### src/rtl/riscv_pkg.sv
// Shared RV32I constants: decoder type codes, opcodes, funct3/funct7 fields.
// Latency: n/a (constants only).
// Backpressure: n/a.
package riscv_pkg;

  // Type codes, numbered exactly as the decode stage emits them.
  localparam logic [8:0] T_LUI   = 9'd6;
  localparam logic [8:0] T_AUIPC = 9'd7;
  localparam logic [8:0] T_JAL   = 9'd8;
  localparam logic [8:0] T_JALR  = 9'd9;
  localparam logic [8:0] T_BEQ   = 9'd10;
  localparam logic [8:0] T_BNE   = 9'd11;
  localparam logic [8:0] T_BLT   = 9'd12;
  localparam logic [8:0] T_BGE   = 9'd13;
  localparam logic [8:0] T_BLTU  = 9'd14;
  localparam logic [8:0] T_BGEU  = 9'd15;
  localparam logic [8:0] T_ADDI  = 9'd16;
  localparam logic [8:0] T_SLTI  = 9'd17;
  localparam logic [8:0] T_SLTIU = 9'd18;
  localparam logic [8:0] T_XORI  = 9'd19;
  localparam logic [8:0] T_ORI   = 9'd20;
  localparam logic [8:0] T_ANDI  = 9'd21;
  localparam logic [8:0] T_SLLI  = 9'd22;
  localparam logic [8:0] T_SRLI  = 9'd23;
  localparam logic [8:0] T_SRAI  = 9'd24;
  localparam logic [8:0] T_ADD   = 9'd25;
  localparam logic [8:0] T_SUB   = 9'd26;
  localparam logic [8:0] T_SLL   = 9'd27;
  localparam logic [8:0] T_SLT   = 9'd28;
  localparam logic [8:0] T_SLTU  = 9'd29;
  localparam logic [8:0] T_XOR   = 9'd30;
  localparam logic [8:0] T_SRL   = 9'd31;
  localparam logic [8:0] T_SRA   = 9'd32;
  localparam logic [8:0] T_OR    = 9'd33;
  localparam logic [8:0] T_AND   = 9'd34;
  localparam logic [8:0] T_LOAD  = 9'd35;

  // Major opcodes.
  localparam logic [6:0] OP_LUI    = 7'b0110111;
  localparam logic [6:0] OP_AUIPC  = 7'b0010111;
  localparam logic [6:0] OP_JAL    = 7'b1101111;
  localparam logic [6:0] OP_JALR   = 7'b1100111;
  localparam logic [6:0] OP_BRANCH = 7'b1100011;
  localparam logic [6:0] OP_LOAD   = 7'b0000011;
  localparam logic [6:0] OP_IMM    = 7'b0010011;
  localparam logic [6:0] OP_REG    = 7'b0110011;

  // funct3 values (shared between register and immediate ALU forms where equal).
  localparam logic [2:0] F3_ADD  = 3'b000;
  localparam logic [2:0] F3_SLL  = 3'b001;
  localparam logic [2:0] F3_SLT  = 3'b010;
  localparam logic [2:0] F3_SLTU = 3'b011;
  localparam logic [2:0] F3_XOR  = 3'b100;
  localparam logic [2:0] F3_SR   = 3'b101;
  localparam logic [2:0] F3_OR   = 3'b110;
  localparam logic [2:0] F3_AND  = 3'b111;
  localparam logic [2:0] F3_LW   = 3'b010;
  localparam logic [2:0] F3_BEQ  = 3'b000;
  localparam logic [2:0] F3_BNE  = 3'b001;
  localparam logic [2:0] F3_BLT  = 3'b100;
  localparam logic [2:0] F3_BGE  = 3'b101;
  localparam logic [2:0] F3_BLTU = 3'b110;
  localparam logic [2:0] F3_BGEU = 3'b111;

  localparam logic [6:0] F7_ZERO = 7'b0000000;
  localparam logic [6:0] F7_ALT  = 7'b0100000;  // SUB / SRA / SRAI

  localparam logic [31:0] NOP = 32'h0000_0013;

endpackage

### src/rtl/inst_out_fifo.sv
// Two-entry FIFO with registered head; ports: clk_i, rst_i, push_*_i/o, pop_*_i/o.
// Latency: a word pushed at edge N is visible on pop_dat_o after edge N.
// Backpressure: push_rdy_o depends only on registered occupancy; push and pop may coincide.
module inst_out_fifo #(
  parameter int          DW      = 64,
  parameter logic [DW-1:0] RST_DAT = '0
) (
  input  logic          clk_i,
  input  logic          rst_i,
  input  logic          push_vld_i,
  output logic          push_rdy_o,
  input  logic [DW-1:0] push_dat_i,
  output logic          pop_vld_o,
  input  logic          pop_rdy_i,
  output logic [DW-1:0] pop_dat_o
);

  logic [DW-1:0] mem_q [2];
  logic          wr_ptr_q;
  logic          rd_ptr_q;
  logic [1:0]    cnt_q, cnt_d;
  logic          push, pop;

  assign push_rdy_o = (cnt_q != 2'd2);
  assign pop_vld_o  = (cnt_q != 2'd0);
  assign pop_dat_o  = mem_q[rd_ptr_q];

  assign push = push_vld_i & push_rdy_o;
  assign pop  = pop_vld_o & pop_rdy_i;

  always_comb begin
    cnt_d = cnt_q;
    case ({push, pop})
      2'b10:   cnt_d = cnt_q + 2'd1;
      2'b01:   cnt_d = cnt_q - 2'd1;
      default: cnt_d = cnt_q;
    endcase
  end

  always_ff @(posedge clk_i) begin
    if (rst_i) begin
      mem_q[0] <= RST_DAT;
      mem_q[1] <= RST_DAT;
      wr_ptr_q <= 1'b0;
      rd_ptr_q <= 1'b0;
      cnt_q    <= 2'd0;
    end else begin
      if (push) begin
        mem_q[wr_ptr_q] <= push_dat_i;
        wr_ptr_q        <= ~wr_ptr_q;
      end
      if (pop) rd_ptr_q <= ~rd_ptr_q;
      cnt_q <= cnt_d;
    end
  end

endmodule

### src/rtl/inst_encoder.sv
// Packs decoded RV32I fields into instruction words tagged with a byte address.
// Latency: 1 cycle from accept to out_valid. Backpressure: 2-entry buffer, in_ready = occupancy < 2.
// Ports: clk/reset; in_valid/in_ready + instr_type/rd/rs1/rs2/imm; out_valid/out_ready + out_inst/out_addr; illegal, err_cnt.
module inst_encoder
  import riscv_pkg::*;
#(
  parameter int               WIDTH     = 32,
  parameter int               REG_WIDTH = 5,
  parameter logic [WIDTH-1:0] BASE_ADDR = 32'h0000_0000,
  parameter int               ERR_W     = 8
) (
  input  logic                 clk,
  input  logic                 reset,
  input  logic                 in_valid,
  output logic                 in_ready,
  input  logic [8:0]           instr_type,
  input  logic [REG_WIDTH-1:0] rd,
  input  logic [REG_WIDTH-1:0] rs1,
  input  logic [REG_WIDTH-1:0] rs2,
  input  logic [WIDTH-1:0]     imm,
  output logic                 out_valid,
  input  logic                 out_ready,
  output logic [WIDTH-1:0]     out_inst,
  output logic [WIDTH-1:0]     out_addr,
  output logic                 illegal,
  output logic [ERR_W-1:0]     err_cnt
);

  logic [WIDTH-1:0] enc_inst;
  logic             enc_legal;
  logic             accept;
  logic [WIDTH-1:0] addr_q, addr_d;
  logic             illegal_q, illegal_d;
  logic [ERR_W-1:0] err_cnt_q, err_cnt_d;

  always_comb begin
    enc_inst  = NOP;
    enc_legal = 1'b1;
    case (instr_type)
      T_LUI:   enc_inst = {imm[31:12], rd, OP_LUI};
      T_AUIPC: enc_inst = {imm[31:12], rd, OP_AUIPC};
      T_JAL:   enc_inst = {imm[20], imm[10:1], imm[11], imm[19:12], rd, OP_JAL};
      T_JALR:  enc_inst = {imm[11:0], rs1, 3'b000, rd, OP_JALR};
      // Branch offsets are even, so imm[0] has no slot in the word.
      T_BEQ:   enc_inst = {imm[12], imm[10:5], rs2, rs1, F3_BEQ,  imm[4:1], imm[11], OP_BRANCH};
      T_BNE:   enc_inst = {imm[12], imm[10:5], rs2, rs1, F3_BNE,  imm[4:1], imm[11], OP_BRANCH};
      T_BLT:   enc_inst = {imm[12], imm[10:5], rs2, rs1, F3_BLT,  imm[4:1], imm[11], OP_BRANCH};
      T_BGE:   enc_inst = {imm[12], imm[10:5], rs2, rs1, F3_BGE,  imm[4:1], imm[11], OP_BRANCH};
      T_BLTU:  enc_inst = {imm[12], imm[10:5], rs2, rs1, F3_BLTU, imm[4:1], imm[11], OP_BRANCH};
      T_BGEU:  enc_inst = {imm[12], imm[10:5], rs2, rs1, F3_BGEU, imm[4:1], imm[11], OP_BRANCH};
      T_ADDI:  enc_inst = {imm[11:0], rs1, F3_ADD,  rd, OP_IMM};
      T_SLTI:  enc_inst = {imm[11:0], rs1, F3_SLT,  rd, OP_IMM};
      T_SLTIU: enc_inst = {imm[11:0], rs1, F3_SLTU, rd, OP_IMM};
      T_XORI:  enc_inst = {imm[11:0], rs1, F3_XOR,  rd, OP_IMM};
      T_ORI:   enc_inst = {imm[11:0], rs1, F3_OR,   rd, OP_IMM};
      T_ANDI:  enc_inst = {imm[11:0], rs1, F3_AND,  rd, OP_IMM};
      // Shift-immediates take only the 5-bit shamt; funct7 selects arithmetic.
      T_SLLI:  enc_inst = {F7_ZERO, imm[4:0], rs1, F3_SLL, rd, OP_IMM};
      T_SRLI:  enc_inst = {F7_ZERO, imm[4:0], rs1, F3_SR,  rd, OP_IMM};
      T_SRAI:  enc_inst = {F7_ALT,  imm[4:0], rs1, F3_SR,  rd, OP_IMM};
      T_ADD:   enc_inst = {F7_ZERO, rs2, rs1, F3_ADD,  rd, OP_REG};
      T_SUB:   enc_inst = {F7_ALT,  rs2, rs1, F3_ADD,  rd, OP_REG};
      T_SLL:   enc_inst = {F7_ZERO, rs2, rs1, F3_SLL,  rd, OP_REG};
      T_SLT:   enc_inst = {F7_ZERO, rs2, rs1, F3_SLT,  rd, OP_REG};
      T_SLTU:  enc_inst = {F7_ZERO, rs2, rs1, F3_SLTU, rd, OP_REG};
      T_XOR:   enc_inst = {F7_ZERO, rs2, rs1, F3_XOR,  rd, OP_REG};
      T_SRL:   enc_inst = {F7_ZERO, rs2, rs1, F3_SR,   rd, OP_REG};
      T_SRA:   enc_inst = {F7_ALT,  rs2, rs1, F3_SR,   rd, OP_REG};
      T_OR:    enc_inst = {F7_ZERO, rs2, rs1, F3_OR,   rd, OP_REG};
      T_AND:   enc_inst = {F7_ZERO, rs2, rs1, F3_AND,  rd, OP_REG};
      T_LOAD:  enc_inst = {imm[11:0], rs1, F3_LW, rd, OP_LOAD};
      default: enc_legal = 1'b0;
    endcase
  end

  // in_ready comes straight from the FIFO's registered occupancy, so an
  // illegal request is consumed under the same condition as a legal one.
  assign accept = in_valid & in_ready;

  inst_out_fifo #(
    .DW      (2 * WIDTH),
    .RST_DAT ({{WIDTH{1'b0}}, BASE_ADDR})
  ) u_fifo (
    .clk_i      (clk),
    .rst_i      (reset),
    .push_vld_i (in_valid & enc_legal),
    .push_rdy_o (in_ready),
    .push_dat_i ({enc_inst, addr_q}),
    .pop_vld_o  (out_valid),
    .pop_rdy_i  (out_ready),
    .pop_dat_o  ({out_inst, out_addr})
  );

  always_comb begin
    addr_d    = addr_q;
    illegal_d = 1'b0;
    err_cnt_d = err_cnt_q;
    if (accept && enc_legal) begin
      addr_d = addr_q + WIDTH'(4);
    end
    if (accept && !enc_legal) begin
      illegal_d = 1'b1;
      if (err_cnt_q != {ERR_W{1'b1}}) err_cnt_d = err_cnt_q + ERR_W'(1);
    end
  end

  always_ff @(posedge clk) begin
    if (reset) begin
      addr_q    <= BASE_ADDR;
      illegal_q <= 1'b0;
      err_cnt_q <= '0;
    end else begin
      addr_q    <= addr_d;
      illegal_q <= illegal_d;
      err_cnt_q <= err_cnt_d;
    end
  end

  assign illegal = illegal_q;
  assign err_cnt = err_cnt_q;

endmodule

### config.mk
export PLATFORM = sky130hd
export DESIGN_NAME = inst_encoder
export DESIGN_NICKNAME = d
export VERILOG_FILES = /design/src/rtl/riscv_pkg.sv /design/src/rtl/inst_out_fifo.sv /design/src/rtl/inst_encoder.sv
export SDC_FILE = /design/constraint.sdc
export NUM_CORES = 1
export LEC_CHECK = 0
export ABC_AREA = 1
export CORE_AREA = 5 5 213 112
export CTS_CLUSTER_SIZE = 16
export DETAILED_ROUTE_END_ITERATION = 12
export DIE_AREA = 0 0 218 117
export PLACE_DENSITY_LB_ADDON = 0.3
export SLEW_MARGIN = 25
export SYNTH_ARGS = -nofsm -noshare
export SYNTH_HDL_FRONTEND = slang
export SYNTH_SLANG_ARGS = --single-unit
### constraint.sdc
create_clock -name clk -period 4 [get_ports clk]
set_input_delay 0.8 -clock clk [delete_from_list [all_inputs] [get_ports clk]]
set_output_delay 0.8 -clock clk [all_outputs]
set_load 0.01 [all_outputs]
==> results of run 1 <==
==> per-stage QoR <==
step	util [%]	power [mW]	cells	area, um2	hold WS (ps)
detailed placement	57.30	2.384	1893	12640	444.9
finish	59.87	3.939	1925	13200	453.2
global placement	57.30	2.383	1893	12640	436.5
floorplan	-	2.144	1478	10840	426.3
CTS	59.87	3.948	1925	13200	456.0
global route	59.87	4.072	1925	13200	488.7
==> critical path: stages <==
cell             delay, ps
clkdlybuf4s50_1        670
nor2_1                 160
nand2_1                160
nor2_1                  90
nand2_1                410
nand2_1                230
nand2_1                110
nand3b_1                90
nor4_1                 600
buf_4                  240
nor2_1                  40
==> kinds of logic after synthesis <==
kind of cell | share of synthesized area (%)
and+or+nand+nor | 27.88
AOI/OAI and AO/OA | 13.26
buffers and inverters | 8.131
DFF | 41.76
muxes | 6.237
xor gates and xnor gates | 2.345
adders and majority gates | 0.3465
other | 0.03462
==> area by class of cell <==
cell class | count | area [um2]
multi-input cells | 1090 | 5436
flip-flops and latches | 166 | 4526
well taps | 307 | 384.1
clock inverters | 14 | 136.4
repair buffers | 182 | 1734
fillers | 2045 | 8852
inverters | 148 | 558.0
clock buffers | 18 | 429.2
==> cell usage after synthesis (5+ instances only) <==
master    number  share of area, %
nor2_1       285               9.9
nand2_1      252               8.7
a21oi_1      219                10
inv_1        135               4.7
edfxtp_1     120                33
nand3_1       70               3.2
mux2_2        60               6.2
dfxtp_1       46               8.5
o21ai_0       45               2.1
clkbuf_1      43               1.5
nor3_1        42               1.9
buf_2         27               1.2
xor2_1        26               2.1
nand4_1       25               1.4
and2_0        15              0.87
or2_2         10              0.58
clkinv_1       8              0.28
a21boi_0       5              0.35
a22oi_1        5              0.35
nor2_2         5              0.29
==> power groups by stage <==
| stage | sequential [mW] | combinational (mW) | clock, mW |
|---|---|---|---|
| after floorplan | 1.94 | 0.205 | 0 |
| after global placement | 1.94 | 0.439 | 0 |
| after detailed placement | 1.94 | 0.439 | 0 |
| after CTS | 1.91 | 0.443 | 1.60 |
| after global routing | 1.91 | 0.476 | 1.68 |
| final | 1.91 | 0.449 | 1.58 |
==> layer usage <==
| layer | routed length, um | share of wire [%] | GRT usage, % | vias to the layer above |
|---|---|---|---|---|
| met4 | 703 | 1.9 | 7.274 | 2 |
| met2 | 13400 | 36 | 35.40 | 717 |
| met1 | 17700 | 47 | 46.20 | 5051 |
| met5 | 13 | 0.035 | 0 | - |
| li1 | - | - | - | 5170 |
| met3 | 5669 | 15 | 11.44 | 62 |
==> state kept, by name, indices dropped and copies added, names as in the netlist, named ones only <==
signal           count
u_fifo.mem_q       122
err_cnt              8
addr_q              30
illegal              1
u_fifo.cnt_q         2
u_fifo.rd_ptr_q      1
u_fifo.wr_ptr_q      1
==> how the worst max path moves through the flow <==
stage | slack (ps) | end | cells past startpoint | from
6_report | 590 | u_fifo.mem_q[1][46] | 11 | instr_type[8]
5_1_grt | 510 | out_inst[16] | 3 | flop
4_1_cts | 590 | out_inst[16] | 3 | flop
3_5_place_dp | 340 | u_fifo.mem_q[0][46] | 11 | instr_type[8]
3_3_place_gp | 170 | u_fifo.mem_q[0][46] | 11 | instr_type[0]
2_1_floorplan | 130 | u_fifo.mem_q[1][10] | 13 | instr_type[1]
==> results.py, run 1 <==
metrics = {
    "die": {
        "start_util_pct": 49.12,
        "dieArea_um2": 25510,
        "die_x_um": 218,
        "die_h_um": 117,
        "fp-row-count": 39,
        "core_um2": 22060,
        "io_pins": 135,
    },
    "timing": {
        "final-hold-violation-count": 0,
        "fin_worst_skew_ps": 7.979,
        "period_share_pct": 85.35,
        "grt_setup_unrepaired": "no",
        "max_freq_mhz": 292.9,
        "fin_crit_ps": 3414,
        "setup_viol": 0,
        "tns_ps": 0,
        "report.final.slew_viol_count": 0,
        "tightest_slew_ps": 766.2,
        "slew_headroom_pct": 48.80,
        "setup_slack_ps": 586.0,
    },
    "power_and_ir_drop": {
        "peakVddDrop_uv": 255.4,
        "powerDensity_nw_per_um2": 298.3,
        "p_int_mw": 2.992,
        "p_clk_share_pct": 40.2,
        "power_switching_uw": 947.3,
        "p_leak_nw": 5.145,
        "comb_power_share_pct": 11.4,
        "seq_power_share_pct": 48.4,
        "p_sw_share_pct": 24.05,
    },
    "clock_tree": {
        "clock_sinks": 166,
        "cts_tree": "built",
        "insertion_delay_ps": 430,
        "path_clk_slew_ps": 60,
        "cts_htree_levels": 4,
        "clockBufferDepth": 2,
        "cts-resized-gates": 0,
        "postCtsSetupRepairBufs": 0,
        "cts_inserted_buffers": 17,
        "clock-root-buffer": "clkbuf_16",
        "ctsHoldBuffers": 0,
    },
    "detailed_routing": {
        "drc": 0,
        "drtIter0Drc": 1589,
        "wl_per_cell_um": 19.47,
        "ant_nets": 0,
        "vias": 11000,
        "totalWireLength_um": 37490,
        "drt-vias-per-instance": 5.715,
        "first_pass_iters": 6,
    },
    "setup_path": {
        "reg2reg_depth": 7,
        "critPathArrivalTime_ps": 3590,
        "crit_fanout": 9,
        "critPathCaptureType": "flop",
        "cp.required_ps": 4170,
        "r2r-start": "addr_q[3]",
        "rr_endpoint": "addr_q[16]",
        "start_kind": "input port",
        "r2r_slack_ps": 1750,
        "crit_type": "in2reg",
    },
    "finish": {
        "final_cell_mix": "nor2_1, nand2_1, a21oi_1",
        "final_nets": 1668,
        "drive_above_1_share_pct": 10.32,
        "area.growth.synth_to_final_pct": 21.89,
        "final_common_cell": "nor2_1",
        "n_antenna_cell": 0,
    },
    "hold_path": {
        "holdPathEnd": "u_fifo.mem_q[1][32]",
        "hold_start": "u_fifo.mem_q[1][32]",
        "hold-path-cell-count": 2,
        "hold_path_class": "reg2reg",
    },
    "global_route": {
        "grt_pass1_vias": 9712,
        "antenna_found_initial": 1,
        "gr-total-overflow": 0,
        "grt_pass1_wl_um": 56410,
        "grt_max_degree": 46,
        "track_usage_pct": 29.01,
    },
    "placed_design": {
        "dp_hpwl_um": 27070,
        "gp_congestion": 0.9716,
        "pre_cts_slack_ps": 336.2,
        "io_buffers": 132,
    },
    "synthesis": {
        "synth_cell_types": 39,
        "synth_edf_count": 120,
        "synth-main-ff-cell": "edfxtp_1",
        "yosys_warnings": 0,
        "ys_ff_latch": 166,
        "syn-cell-area_um2": 10830,
        "seq_area_frac_synth_pct": 41.76,
        "synthArstFlopShare_pct": 0,
        "synthCells": 1477,
        "synth_area_per_cell_um2": 7.334,
    },
    "job": {
        "max_cap_violations": 0,
    },
    "outcome": {
        "outcome": "complete, no violations",
    },
}
No activity file was read; power rests on OpenSTA's default activity.
==> inputs of run 2 (changes only) <==
REMOVE_ABC_BUFFERS = 1   (was not set)
==> run 2 against run 1 <==
  * Critical endpoint is now u_fifo.mem_q[0][12]
  * Largest power group unchanged
  * Sequential share of layout area down 0.20 points
  * Worst setup slack improved by 280 ps
  * Die area stayed put
  * Non-clock buffer count is 2 lower
  * Critical path depth is 2 higher
  * Global-route usage rose by 0.31 points
  * Via count increased by 0.21%
  * Clock skew grew 3.1 ps
  * Worst hold slack improved by 15 ps
  * Critical path type unchanged
==> results.py, run 2 (synthesis gave the netlist of run 1 again) <==
metrics = {
    "setup_path": {
        "crit_slowest_cell": "clkdlybuf4s50_1",
        "start_kind": "input port",
        "worst_path_most_repeated_cell": "nor2_1",
        "crit_fanout": 44,
        "crit_chain": "clkdlybuf4s50_1, nor2_1, nand3_1, nor2_2, nor2_1, nand2_1, nor2_1, nand2_4, nand2_2, inv_4, nand3_1, nand2_2, buf_12",
        "critPathCaptureType": "flop",
        "crit_type": "in2reg",
        "critPathArrivalTime_ps": 3240,
        "cp.required_ps": 4100,
        "max_stage_delay_ps": 560,
        "reg2reg_depth": 7,
    },
    "outcome": {
        "outcome": "complete, no violations",
    },
    "detailed_routing": {
        "vias": 11030,
        "ant_nets": 0,
        "drc": 0,
        "drt-vias-per-instance": 5.730,
        "wl_per_cell_um": 19.65,
        "drtIter0Drc": 1641,
        "first_pass_iters": 7,
        "totalWireLength_um": 37800,
    },
    "die": {
        "core_um2": 22060,
        "die_h_um": 117,
        "die_x_um": 218,
        "fp-row-count": 39,
        "dieArea_um2": 25510,
        "start_util_pct": 49.12,
        "io_pins": 135,
    },
    "clock_tree": {
        "clock-root-buffer": "clkbuf_16",
        "postCtsSetupRepairBufs": 0,
        "clock_sinks": 166,
        "cts_inserted_buffers": 17,
        "clockBufferDepth": 2,
        "path_clk_slew_ps": 60,
        "cts_htree_levels": 4,
        "insertion_delay_ps": 420,
        "cts-resized-gates": 0,
        "ctsHoldBuffers": 0,
        "cts_tree": "built",
    },
    "placed_design": {
        "io_buffers": 132,
        "dp_hpwl_um": 27110,
        "gp_congestion": 1.011,
    },
    "timing": {
        "tns_ps": 0,
        "report.final.slew_viol_count": 0,
        "max_freq_mhz": 318.6,
        "fin_crit_ps": 3139,
        "fin_worst_skew_ps": 11.11,
        "grt_setup_unrepaired": "no",
        "setup_viol": 0,
        "slew_headroom_pct": 47.78,
        "tightest_slew_ps": 781.4,
        "final-hold-violation-count": 0,
        "period_share_pct": 78.47,
    },
    "power_and_ir_drop": {
        "finalPower_mw": 4.115,
        "peakVddDrop_uv": 291.4,
        "p_leak_nw": 5.185,
        "powerDensity_nw_per_um2": 309.9,
    },
    "global_route": {
        "grt_max_degree": 61,
        "grt_pass1_vias": 10100,
        "antenna_found_initial": 1,
        "track_usage_pct": 29.32,
        "grt_pass1_wl_um": 57740,
        "gr-total-overflow": 0,
    },
    "finish": {
        "largest_reg_flops": 122,
        "final_cell_mix": "nor2_1, nand2_1, a21oi_1",
        "top_register": "u_fifo.mem_q",
        "final_common_cell": "nor2_1",
        "final_nets": 1666,
        "area.growth.synth_to_final_pct": 22.59,
        "drive_above_1_share_pct": 10.21,
    },
    "hold_path": {
        "hold_path_class": "reg2reg",
        "hold-path-cell-count": 1,
    },
    "job": {
        "max_cap_violations": 0,
    },
}
## run 2: changes by cell type in the layout (fill, tap and decap cells not counted), sizes merged
cell / delta
clkinvlp: -3
buf: -2
bufinv: +2
clkinv: -2
inv: +2
clkbuf: +1
diode: +1
## run 2: where the power goes
part / total, mW / internal, mW / switching, mW / leakage [nW]
Combinational: 0.445 / 0.195 / 0.249 / 3.26
Clock: 1.77 / 1.08 / 0.689 / 0.310
Sequential: 1.91 / 1.89 / 0.0184 / 1.62
## run 2: worst paths after layout
kind | end | slack, ps | start
worst min-delay path | flop | 470 | u_fifo.rd_ptr_q
worst min register to register | flop | 470 | u_fifo.rd_ptr_q
worst max-delay path | u_fifo.mem_q[0][12] | 860 | instr_type[1]
worst max register to register | addr_q[16] | 1740 | addr_q[3]
## run 2: area by class of cell
type / instances / area (um2)
timing repair buffer: 180 / 1744
fill: 2005 / 8776
multi-input combinational: 1090 / 5436
clock inverter: 13 / 176.4
antenna: 1 / 2.502
tap: 307 / 384.1
inverter: 148 / 558.0
sequential: 166 / 4526
clock buffer: 19 / 452.9
## run 2: through the flow
stage	cells	utilization [%]	instance area (um2)	hold slack [ps]	setup slack, ps
after floorplan	1404	-	10510	426.3	-979.4
after global placement	1891	57.35	12650	428.6	523.3
after detailed placement	1891	57.35	12650	453.3	433.9
after CTS	1923	60.20	13280	465.6	875.0
after global routing	1924	60.21	13280	487.3	641.6
final	1924	60.21	13280	468.7	861.1
## run 2: critical path: cells and delay by family
family	cells	cell delay [ps]
AND/OR/NAND/NOR	10	1430
buffers and inverters	3	950
## run 2: metal layers
metal / track usage (%) / share of wire, % / vias to the layer above
met5: 0 / 0 / -
met4: 5.184 / 1.1 / 0
met3: 7.119 / 14 / 36
met2: 39.06 / 38 / 710
met1: 47.74 / 48 / 5129
li1: - / - / 5150
==> inputs of run 3 (changes only) <==
clock period = 2.75 ns   (was 4 ns; I/O delays follow)
==> run 3 against run 2 <==
  * Largest power group unchanged
  * Sequential cell count stayed put
  * Sequential power is 45% higher
  * Cell area is 6.9% higher
  * Sequential share of layout area is 2.2 points lower
  * Register-to-register slack worse by 1100 ps
  * Global-route usage is 0.24 points higher
  * Critical path depth is 10 lower
  * Critical endpoint is now out_inst[14]
==> results.py, run 3 (synthesis gave the netlist of run 1 again) <==
metrics = {
    "finish": {
        "drive_above_1_share_pct": 15.45,
        "final_nets": 1765,
        "final_common_cell": "nor2_1",
        "n_antenna_cell": 0,
        "finalInstanceArea_um2": 14200,
        "top_register": "u_fifo.mem_q",
        "final_cell_mix": "nor2_1, nand2_1, a21oi_1",
        "area.growth.synth_to_final_pct": 31.07,
        "largest_reg_flops": 122,
        "instances_no_fill": 2022,
    },
    "global_route": {
        "gr-total-overflow": 0,
        "grt_max_degree": 51,
        "grt_pass1_wl_um": 58260,
        "track_usage_pct": 29.56,
        "antenna_found_initial": 0,
        "grt_pass1_vias": 10110,
    },
    "timing": {
        "period_share_pct": 95.16,
        "slew_headroom_pct": 62.05,
        "setup_viol": 0,
        "fin_worst_skew_ps": 6.140,
        "final-hold-violation-count": 0,
        "report.final.slew_viol_count": 0,
        "max_freq_mhz": 382.1,
        "fin_crit_ps": 2617,
        "setup_slack_ps": 133.0,
        "tightest_slew_ps": 564.0,
        "grt_setup_unrepaired": "no",
    },
    "clock_tree": {
        "path_clk_slew_ps": 70,
        "cts_tree": "built",
        "cts-resized-gates": 0,
        "clock_sinks": 166,
        "clock-root-buffer": "clkbuf_16",
        "postCtsSetupRepairBufs": 0,
        "cts_htree_levels": 4,
        "insertion_delay_ps": 420,
        "cts_inserted_buffers": 17,
        "ctsHoldBuffers": 0,
        "clockBufferDepth": 2,
    },
    "job": {
        "max_cap_violations": 0,
    },
    "setup_path": {
        "critical-path-top-delay-family": "buffers and inverters",
        "r2r_slack_ps": 670,
        "cp_num_cells": 3,
        "start_kind": "flop",
        "critPathArrivalTime_ps": 2070,
        "reg2reg_depth": 9,
        "endpoint": "out_inst[14]",
        "critPathCaptureType": "primary output",
        "crit_slowest_cell": "clkdlybuf4s50_1",
        "crit_type": "reg2out",
        "rr_endpoint": "addr_q[28]",
        "r2r-start": "addr_q[11]",
        "crit_chain": "buf_4, mux2_2, clkdlybuf4s50_1",
        "cp.required_ps": 2200,
        "crit_fanout": 25,
        "crit_buf_inv": 2,
        "max_stage_delay_ps": 500,
    },
    "placed_design": {
        "gp_congestion": 1.002,
        "io_buffers": 132,
        "place_area_um2": 13650,
        "pre_cts_slack_ps": -376.2,
        "dp_hpwl_um": 28100,
        "placedCellCount": 1990,
    },
    "power_and_ir_drop": {
        "peakVddDrop_uv": 399.1,
        "p_leak_nw": 5.728,
        "finalPower_mw": 5.710,
        "powerDensity_nw_per_um2": 402.1,
    },
    "detailed_routing": {
        "drt-vias-per-instance": 5.589,
        "wl_per_cell_um": 18.89,
        "ant_nets": 0,
        "first_pass_iters": 6,
        "drtIter0Drc": 1699,
        "vias": 11300,
        "totalWireLength_um": 38190,
        "drc": 0,
    },
    "die": {
        "fp-row-count": 39,
        "die_h_um": 117,
        "core_um2": 22060,
        "dieArea_um2": 25510,
        "start_util_pct": 49.12,
        "die_x_um": 218,
        "io_pins": 135,
    },
    "hold_path": {
        "hold_path_class": "reg2reg",
    },
    "outcome": {
        "outcome": "complete, no violations",
    },
}
## run 3: cell types whose count changed in the layout (fill, tap and decap cells not counted), sizes merged
cell,delta
buf,+99
bufinv,-3
clkinv,+2
clkinvlp,+2
diode,-1
inv,-1
## run 3: final cells by class
cell class | instances | area, um2
Inverter | 148 | 558.0
Sequential cell | 166 | 4526
Tap cell | 307 | 384.1
Timing Repair Buffer | 279 | 2750
Fill cell | 1930 | 7858
Multi-Input combinational cell | 1090 | 5439
Clock inverter | 13 | 108.9
Clock buffer | 19 | 432.9
## run 3: worst min-delay path by stage
stage	startpoint	endpoint	slack (ps)	cells past startpoint
finish	addr_q[31]	addr_q[31]	470	2
global route	u_fifo.mem_q[1][32]	u_fifo.mem_q[1][32]	490	2
CTS	addr_q[31]	addr_q[31]	470	2
detailed placement	u_fifo.rd_ptr_q	flop	450	1
global placement	u_fifo.rd_ptr_q	flop	430	1
floorplan	u_fifo.rd_ptr_q	flop	430	1
## run 3: power by group
part	leakage [nW]	total (mW)	internal (mW)	switching (mW)
Sequential	1.62	2.77	2.74	0.0238
Combinational	3.85	0.704	0.326	0.378
Clock	0.264	2.24	1.24	0.997
Total	5.73	5.71	4.31	1.40
## run 3: per-layer routing
| layer | routed length (um) | vias up | share of wire, % | track usage (%) |
|---|---|---|---|---|
| met5 | 0 | - | 0 | 0 |
| met4 | 323 | 0 | 0.85 | 4.390 |
| met3 | 5364 | 32 | 14 | 7.684 |
| met2 | 14290 | 736 | 37 | 38.30 |
| met1 | 18210 | 5172 | 48 | 48.98 |
| li1 | - | 5360 | - | - |
## run 3: through the flow
step	util [%]	hold slack (ps)	TNS, ps
floorplan	-	426.3	-251790
global placement	61.91	431.2	-39990
detailed placement	61.91	454.9	-52700
CTS	64.36	470.6	0
global route	64.37	486.3	0
finish	64.37	468.9	0
## run 3: worst min-delay path, stage by stage, from the launching register on
cell	delay, ps
dfxtp_1	310
nand2_1	60
a21oi_1	60
